<file path="config.mk">
export PLATFORM = sky130hd
export DESIGN_NAME = sqrt_sched
export DESIGN_NICKNAME = d
export VERILOG_FILES = /design/src/rtl/sqrt_pkg.sv /design/src/rtl/sqrt_step.sv /design/src/rtl/sqrt_sched.sv
export SDC_FILE = /design/constraint.sdc
export NUM_CORES = 2
export LEC_CHECK = 0
export ABC_CLOCK_PERIOD_IN_PS = 19200
export BUFFER_PORTS_ARGS = -buffer_cell sky130_fd_sc_hd__buf_4
export CORE_MARGIN = 2
export CORE_UTILIZATION = 63
export DETAILED_ROUTE_END_ITERATION = 12
export PLACE_DENSITY = 0.81
export SETUP_SLACK_MARGIN = 0.4
export SLEW_MARGIN = 40
export SYNTH_ARGS = -nofsm -noshare
export SYNTH_HDL_FRONTEND = slang
export SYNTH_HIERARCHICAL = 1
export SYNTH_SLANG_ARGS = --single-unit
</file>
<file path="constraint.sdc">
create_clock -name clk -period 19.2 [get_ports clk]
set_clock_uncertainty 0.2 [all_clocks]
set_input_delay 3.84 -clock clk [delete_from_list [all_inputs] [get_ports clk]]
set_output_delay 3.84 -clock clk [all_outputs]
set_load 0.01 [all_outputs]
</file>
<file path="src/rtl/sqrt_pkg.sv">
// Shared types and constants for the Q16.16 square-root scheduler.
// No logic; definitions only.
// No flow control of its own.
package sqrt_pkg;

  localparam int Q_W    = 32;  // total Q16.16 width
  localparam int Q_FRAC = 16;  // fractional bits

  localparam logic [Q_W-1:0] FIXED_ONE = 32'h0001_0000;

  typedef enum logic [1:0] {
    IDLE = 2'd0,
    CALC = 2'd1,
    DONE = 2'd2
  } state_t;

  // Result of one bisection step: the narrowed bracket plus termination info.
  typedef struct packed {
    logic [Q_W-1:0] low;
    logic [Q_W-1:0] high;
    logic           done;   // exact hit or bracket closed to width 1
    logic           exact;  // (mid*mid)>>16 == x
    logic [Q_W-1:0] root;   // mid on an exact hit, otherwise the new low
  } step_t;

endpackage

</file>
<file path="src/rtl/sqrt_step.sv">
// One combinational bisection step of the Q16.16 floor-sqrt search.
// Zero latency: outputs depend only on the current bracket and operand.
// No flow control; the caller decides when to register the result.
module sqrt_step
  import sqrt_pkg::*;
(
  input  logic [Q_W-1:0] low_i,
  input  logic [Q_W-1:0] high_i,
  input  logic [Q_W-1:0] x_i,
  output step_t          step_o
);

  logic [Q_W:0]     sum;        // 33 bits so 0xFFFF_FFFF + 0xFFFF_FFFF cannot wrap
  logic [Q_W-1:0]   mid;
  logic [2*Q_W-1:0] prod;
  logic [2*Q_W-1:0] x_lo;       // x<<16: smallest product whose >>16 equals x
  logic [2*Q_W-1:0] x_hi;       // (x+1)<<16: first product whose >>16 exceeds x
  logic             sq_lt;
  logic             sq_eq;
  logic [Q_W-1:0]   low_n;
  logic [Q_W-1:0]   high_n;
  logic             unused_sum_lsb;

  assign sum            = {1'b0, low_i} + {1'b0, high_i};
  assign mid            = sum[Q_W:1];
  assign unused_sum_lsb = sum[0];
  assign prod           = {{Q_W{1'b0}}, mid} * {{Q_W{1'b0}}, mid};

  // Compare the full product against x scaled up, so no product bits are dropped.
  assign x_lo  = {{(Q_W-Q_FRAC){1'b0}}, x_i, {Q_FRAC{1'b0}}};
  assign x_hi  = x_lo + (64'd1 << Q_FRAC);
  assign sq_lt = (prod < x_lo);
  assign sq_eq = !sq_lt && (prod < x_hi);

  assign low_n  = sq_lt ? mid : low_i;
  assign high_n = sq_lt ? high_i : mid;

  // Pack the narrowed bracket and termination flags for the scheduler.
  always_comb begin
    step_o       = '0;
    step_o.low   = low_n;
    step_o.high  = high_n;
    step_o.exact = sq_eq;
    step_o.done  = sq_eq || ((high_n - low_n) <= 32'd1);
    step_o.root  = sq_eq ? mid : low_n;
  end

endmodule

</file>
<file path="src/rtl/sqrt_sched.sv">
// Round-robin shared Q16.16 floor-sqrt engine, one bisection step per clock.
// Latency: response valid k+1 cycles after the grant (k = steps), 1 for x=0 or 1.0.
// One operation in flight; result held until rsp_ready, no grants meanwhile.
module sqrt_sched
  import sqrt_pkg::*;
#(
  parameter int N_REQ    = 4,
  parameter int MAX_ITER = 34,
  parameter int ID_W     = $clog2(N_REQ)
) (
  input  logic                   clk,
  input  logic                   rst_n,
  input  logic [N_REQ-1:0]       req_valid,
  input  logic [N_REQ*Q_W-1:0]   req_x,
  output logic [N_REQ-1:0]       req_ready,
  output logic                   rsp_valid,
  input  logic                   rsp_ready,
  output logic [ID_W-1:0]        rsp_id,
  output logic [Q_W-1:0]         rsp_root,
  output logic                   rsp_exact,
  output logic                   busy
);

  localparam int CNT_W = $clog2(MAX_ITER);

  state_t           state_q,  state_d;
  logic [ID_W-1:0]  rr_ptr_q, rr_ptr_d;
  logic [ID_W-1:0]  id_q,     id_d;
  logic [Q_W-1:0]   x_q,      x_d;
  logic [Q_W-1:0]   low_q,    low_d;
  logic [Q_W-1:0]   high_q,   high_d;
  logic [CNT_W-1:0] cnt_q,    cnt_d;
  logic [Q_W-1:0]   root_q,   root_d;
  logic             exact_q,  exact_d;

  logic [N_REQ-1:0] grant;
  logic [ID_W-1:0]  grant_id;
  logic [Q_W-1:0]   grant_x;
  logic             found;
  step_t            step;

  sqrt_step u_step (
    .low_i  (low_q),
    .high_i (high_q),
    .x_i    (x_q),
    .step_o (step)
  );

  // Round-robin pick: first valid at or after rr_ptr, else wrap to the lowest valid.
  always_comb begin
    grant    = '0;
    grant_id = '0;
    grant_x  = '0;
    found    = 1'b0;
    for (int i = 0; i < N_REQ; i++) begin
      if (!found && req_valid[i] && (i >= int'(rr_ptr_q))) begin
        found    = 1'b1;
        grant[i] = 1'b1;
        grant_id = ID_W'(i);
        grant_x  = req_x[Q_W*i +: Q_W];
      end
    end
    for (int i = 0; i < N_REQ; i++) begin
      if (!found && req_valid[i]) begin
        found    = 1'b1;
        grant[i] = 1'b1;
        grant_id = ID_W'(i);
        grant_x  = req_x[Q_W*i +: Q_W];
      end
    end
  end

  assign req_ready = (state_q == IDLE) ? grant : '0;
  assign rsp_valid = (state_q == DONE);
  assign rsp_id    = id_q;
  assign rsp_root  = root_q;
  assign rsp_exact = exact_q;
  assign busy      = (state_q != IDLE);

  // Next-state: accept in IDLE, iterate in CALC, hold the result in DONE.
  always_comb begin
    state_d  = state_q;
    rr_ptr_d = rr_ptr_q;
    id_d     = id_q;
    x_d      = x_q;
    low_d    = low_q;
    high_d   = high_q;
    cnt_d    = cnt_q;
    root_d   = root_q;
    exact_d  = exact_q;
    unique case (state_q)
      IDLE: begin
        if (found) begin
          id_d = grant_id;
          x_d  = grant_x;
          if (grant_x == '0) begin
            root_d  = '0;
            exact_d = 1'b1;
            state_d = DONE;
          end else if (grant_x == FIXED_ONE) begin
            root_d  = grant_x;
            exact_d = 1'b1;
            state_d = DONE;
          end else begin
            // high starts where high*high>>16 is already above x
            low_d   = '0;
            high_d  = (grant_x > FIXED_ONE) ? grant_x : FIXED_ONE;
            cnt_d   = '0;
            state_d = CALC;
          end
        end
      end
      CALC: begin
        low_d  = step.low;
        high_d = step.high;
        if (step.done || (cnt_q == CNT_W'(MAX_ITER - 1))) begin
          root_d  = step.root;
          exact_d = step.exact;
          state_d = DONE;
        end else begin
          cnt_d = cnt_q + 1'b1;
        end
      end
      DONE: begin
        if (rsp_ready) begin
          state_d  = IDLE;
          rr_ptr_d = (id_q == ID_W'(N_REQ - 1)) ? '0 : id_q + 1'b1;
        end
      end
      default: state_d = IDLE;
    endcase
  end

  // State and datapath registers; reset aborts any operation in flight.
  always_ff @(posedge clk or negedge rst_n) begin
    if (!rst_n) begin
      state_q  <= IDLE;
      rr_ptr_q <= '0;
      id_q     <= '0;
      x_q      <= '0;
      low_q    <= '0;
      high_q   <= '0;
      cnt_q    <= '0;
      root_q   <= '0;
      exact_q  <= 1'b0;
    end else begin
      state_q  <= state_d;
      rr_ptr_q <= rr_ptr_d;
      id_q     <= id_d;
      x_q      <= x_d;
      low_q    <= low_d;
      high_q   <= high_d;
      cnt_q    <= cnt_d;
      root_q   <= root_d;
      exact_q  <= exact_d;
    end
  end

endmodule

</file>
==> key figures <==
Floorplan
  • Die Area: around 72,000 µm²
  • IO Pins: roughly 180
  • Row count: 96
  • Die H: 267.5 µm
  • Die Width: 267.5 µm
  • Starting Density: 63.69%
  • Core area: 68,710 µm²

STA
  • Slew margin rel.: 36.37%
  • Worst Tran Pin Value: 0.9527 ns
  • Final Critical Period: 18.24 ns
  • Max Clk Rate: roughly 55 MHz
  • Hold Vio Cnt, Final: 0
  • Setup violations, final: 0
  • RSZ-0062 raised after global routing: no
  • Worst setup margin: about 0.96 ns
  • Period Utilization, post-route: 95.01%
  • Slew Viols, Final: 0

Synthesis
  • Avg Cell Area, Syn: about 8.7 µm²
  • Synthesized area: 43,760 µm²
  • Synth top cells by count: inv_1 (995), fa_1 (810), nand2_1 (562)
  • Post-synth EDFFs: 0
  • Synth top area share: 37.06%
  • Library cells used by synthesis: ~110
  • Gate Count Post-Synth: 5,046
  • Ys async rst share: 100.0%
  • Syn_nets: 6,382
  • Post-synthesis sequential area ratio: 8.064%
  • Synth area leader: fa_1
  • Yosys synthesis warning count: 6
  • Synth area leaders: fa_1 (37%), ha_1 (11%), inv_1 (8.5%), dfrtp_1 (8.1%), nand2_1 (4.8%)
  • Yosys reg bits: around 140
  • Ys flop type: dfrtp_1
  • Most frequent cell after synthesis: inv_1

Worst hold path
  • Worst min path class: reg -> reg

Detailed routing
  • Iter 0 DRT Violations: 4,279
  • Post-route ant nets: 0
  • Drt wl/cell: 23.65 µm
  • Vias: 37.70k
  • DRC viols: 0
  • Overall routed net length: 143,900 µm
  • Vias per cell: 6.195
  • Drt first pass iters: 5

Clock tree
  • CTS tree: yes
  • Clock Sinks: 141
  • Clock transition at the registers of the reported paths: 0.08 ns
  • Clk Latency, worst-skew pair: ~0.44 ns
  • Depth of the CTS H-tree: 4
  • Root Buffer: clkbuf_16
  • CTS max path bufs: 2
  • CTS Buf Count: 17

Setup path
  • Critical path launch point type: register
  • Worst flop-to-flop path endpoint: rsp_root[24]
  • Critical path required time: 19.33 ns
  • Critical Path Start: low_q[11]
  • Crit Path Category: reg -> reg
  • Worst-path maximum fanout: 20
  • CP delay by family, top: adder cells
  • Worst r2r src: low_q[11]
  • Reg2Reg Setup Slack: 0.96 ns
  • CP peak stage delay: 0.60 ns
  • Crit path buf inv count: 5
  • R2R depth: 65
  • CP Capture Point: rsp_root[24]
  • CP most frequent cell: fa_1
  • WP depth: 65
  • Critical Path AT: roughly 18 ns
  • Slowest CP cell: or4_4
  • CP endpoint kind: register

Placed design
  • IO Port Bufs: 175
  • GPL Wtd Cong: 1.050
  • Setup slack at placement: -0.2208 ns
  • DP Wirelength: 114,400 µm

Finish
  • Share of layout cells above drive strength 1: 10.23%
  • Area growth, synth to finish: 8.092%
  • Final Util: between 60% and 70%
  • Nets: roughly 6.5k

GRT
  • First-pass GRT wire length: 223,800 µm
  • Pin count of the biggest net entering global routing: 96
  • Number of global-route vias before repair: just under 40k
  • Initial antenna violation count: 3
  • Grt total ovfl: 0
  • Tot GR Track Use: about two fifths

Run
  • Max Cap Viol: 0

Status
  • Outcome: finished clean
-- cell type report --
type	count	area, µm²
clock buffer	17	425.4
antenna	1	2.502
clock inverter	15	173.9
tap	931	1165
fill	5558	21410
sequential	141	3528
inverter	1006	3790
multi-input combinational	3678	35910
timing repair buffer	297	2301
-- state kept, by name, indices dropped and copies added (netlist names) --
| signal | flops |
|---|---|
| rr_ptr_q | 2 |
| high_q | 32 |
| x_q | 32 |
| rsp_id | 2 |
| state_q | 2 |
| rsp_exact | 1 |
| rsp_root | 32 |
| cnt_q | 6 |
| low_q | 32 |
-- layout by cell type (no fill, tap or decap), types with 12 or more instances in the layout --
cell / synthesis / layout
nor2_1: 450 / 443
buf_4: 8 / 287
o21ai_1: 8 / 14
nor2b_1: 21 / 20
nor4_1: 16 / 13
a22o_1: 41 / 41
inv_1: 995 / 992
nor3b_1: 12 / 12
ha_1: 391 / 384
xor2_1: 40 / 27
o31ai_1: 27 / 27
nor3_1: 40 / 35
a21boi_0: 32 / 31
o21bai_1: 15 / 15
and3_1: 26 / 26
clkbuf_16: 0 / 17
xnor2_2: 0 / 15
fa_1: 810 / 810
xnor2_1: 91 / 73
nand4_1: 54 / 54
mux2_4: 28 / 28
mux2i_1: 13 / 12
o21ai_0: 169 / 162
mux2_1: 22 / 22
a211oi_1: 24 / 21
a21oi_1: 216 / 214
nand2b_1: 37 / 37
a21o_1: 76 / 76
mux2_2: 40 / 40
o21a_1: 47 / 46
o22ai_1: 26 / 26
a31oi_1: 16 / 13
nand2_1: 562 / 562
nand3_1: 71 / 71
or3_1: 22 / 20
dfrtp_1: 141 / 141
o211ai_1: 29 / 29
-- metrics by stage --
step | TNS [ns] | instance area (µm²) | instances | hold WS [ns]
after CTS | 0 | 47000 | 6075 | 0.2967
after floorplan | 0 | 43760 | 5046 | 0.2498
after global placement | 0 | 46230 | 6039 | 0.2643
after global routing | 0 | 47300 | 6085 | 0.3181
after detailed placement | -4.577 | 46320 | 6039 | 0.2781
final | 0 | 47300 | 6086 | 0.2956
-- what timing repair did --
item,4_1_cts,5_1_grt
pin swaps,1,11
setup endpoints to repair,39,41
setup buffers,3,10
hold buffers,0,0
cloned,1,0
resized for setup,10,55
-- worst min path at each step --
stage,from,cells after the start,to
after floorplan,x_q[4],2,x_q[4]
after global placement,x_q[4],2,x_q[4]
after detailed placement,rsp_root[9],1,rsp_root[9]
after CTS,x_q[4],2,x_q[4]
after global routing,rsp_root[31],1,rsp_root[31]
final,rsp_root[17],1,rsp_root[17]
-- metal layers --
metal	part of all wire [%]	vias to the layer above	track usage [%]
met3	12	468	10.69
met4	6.0	2	19.96
met1	38	18519	55.79
met2	44	2364	62.99
met5	0.0063	-	0
li1	-	16349	-
-- cell families (layout without fill, tap and decap cells) --
| group | Yosys count | after routing | synth area share [%] |
|---|---|---|---|
| flip-flops | 141 | 141 | 8.064 |
| other | 0 | 1 | 0 |
| XOR/XNOR | 131 | 131 | 2.622 |
| AO/OA/AOI/OAI | 866 | 866 | 13.20 |
| adder cells (fa/ha/maj) | 1201 | 1201 | 48.24 |
| AND/OR/NAND/NOR | 1376 | 1377 | 13.89 |
| multiplexers | 103 | 103 | 2.854 |
| buffers and inverters | 1228 | 1335 | 11.13 |
Power is not shown: default switching activity piles up to over one toggle a cycle in this logic, so the estimate is an artifact.
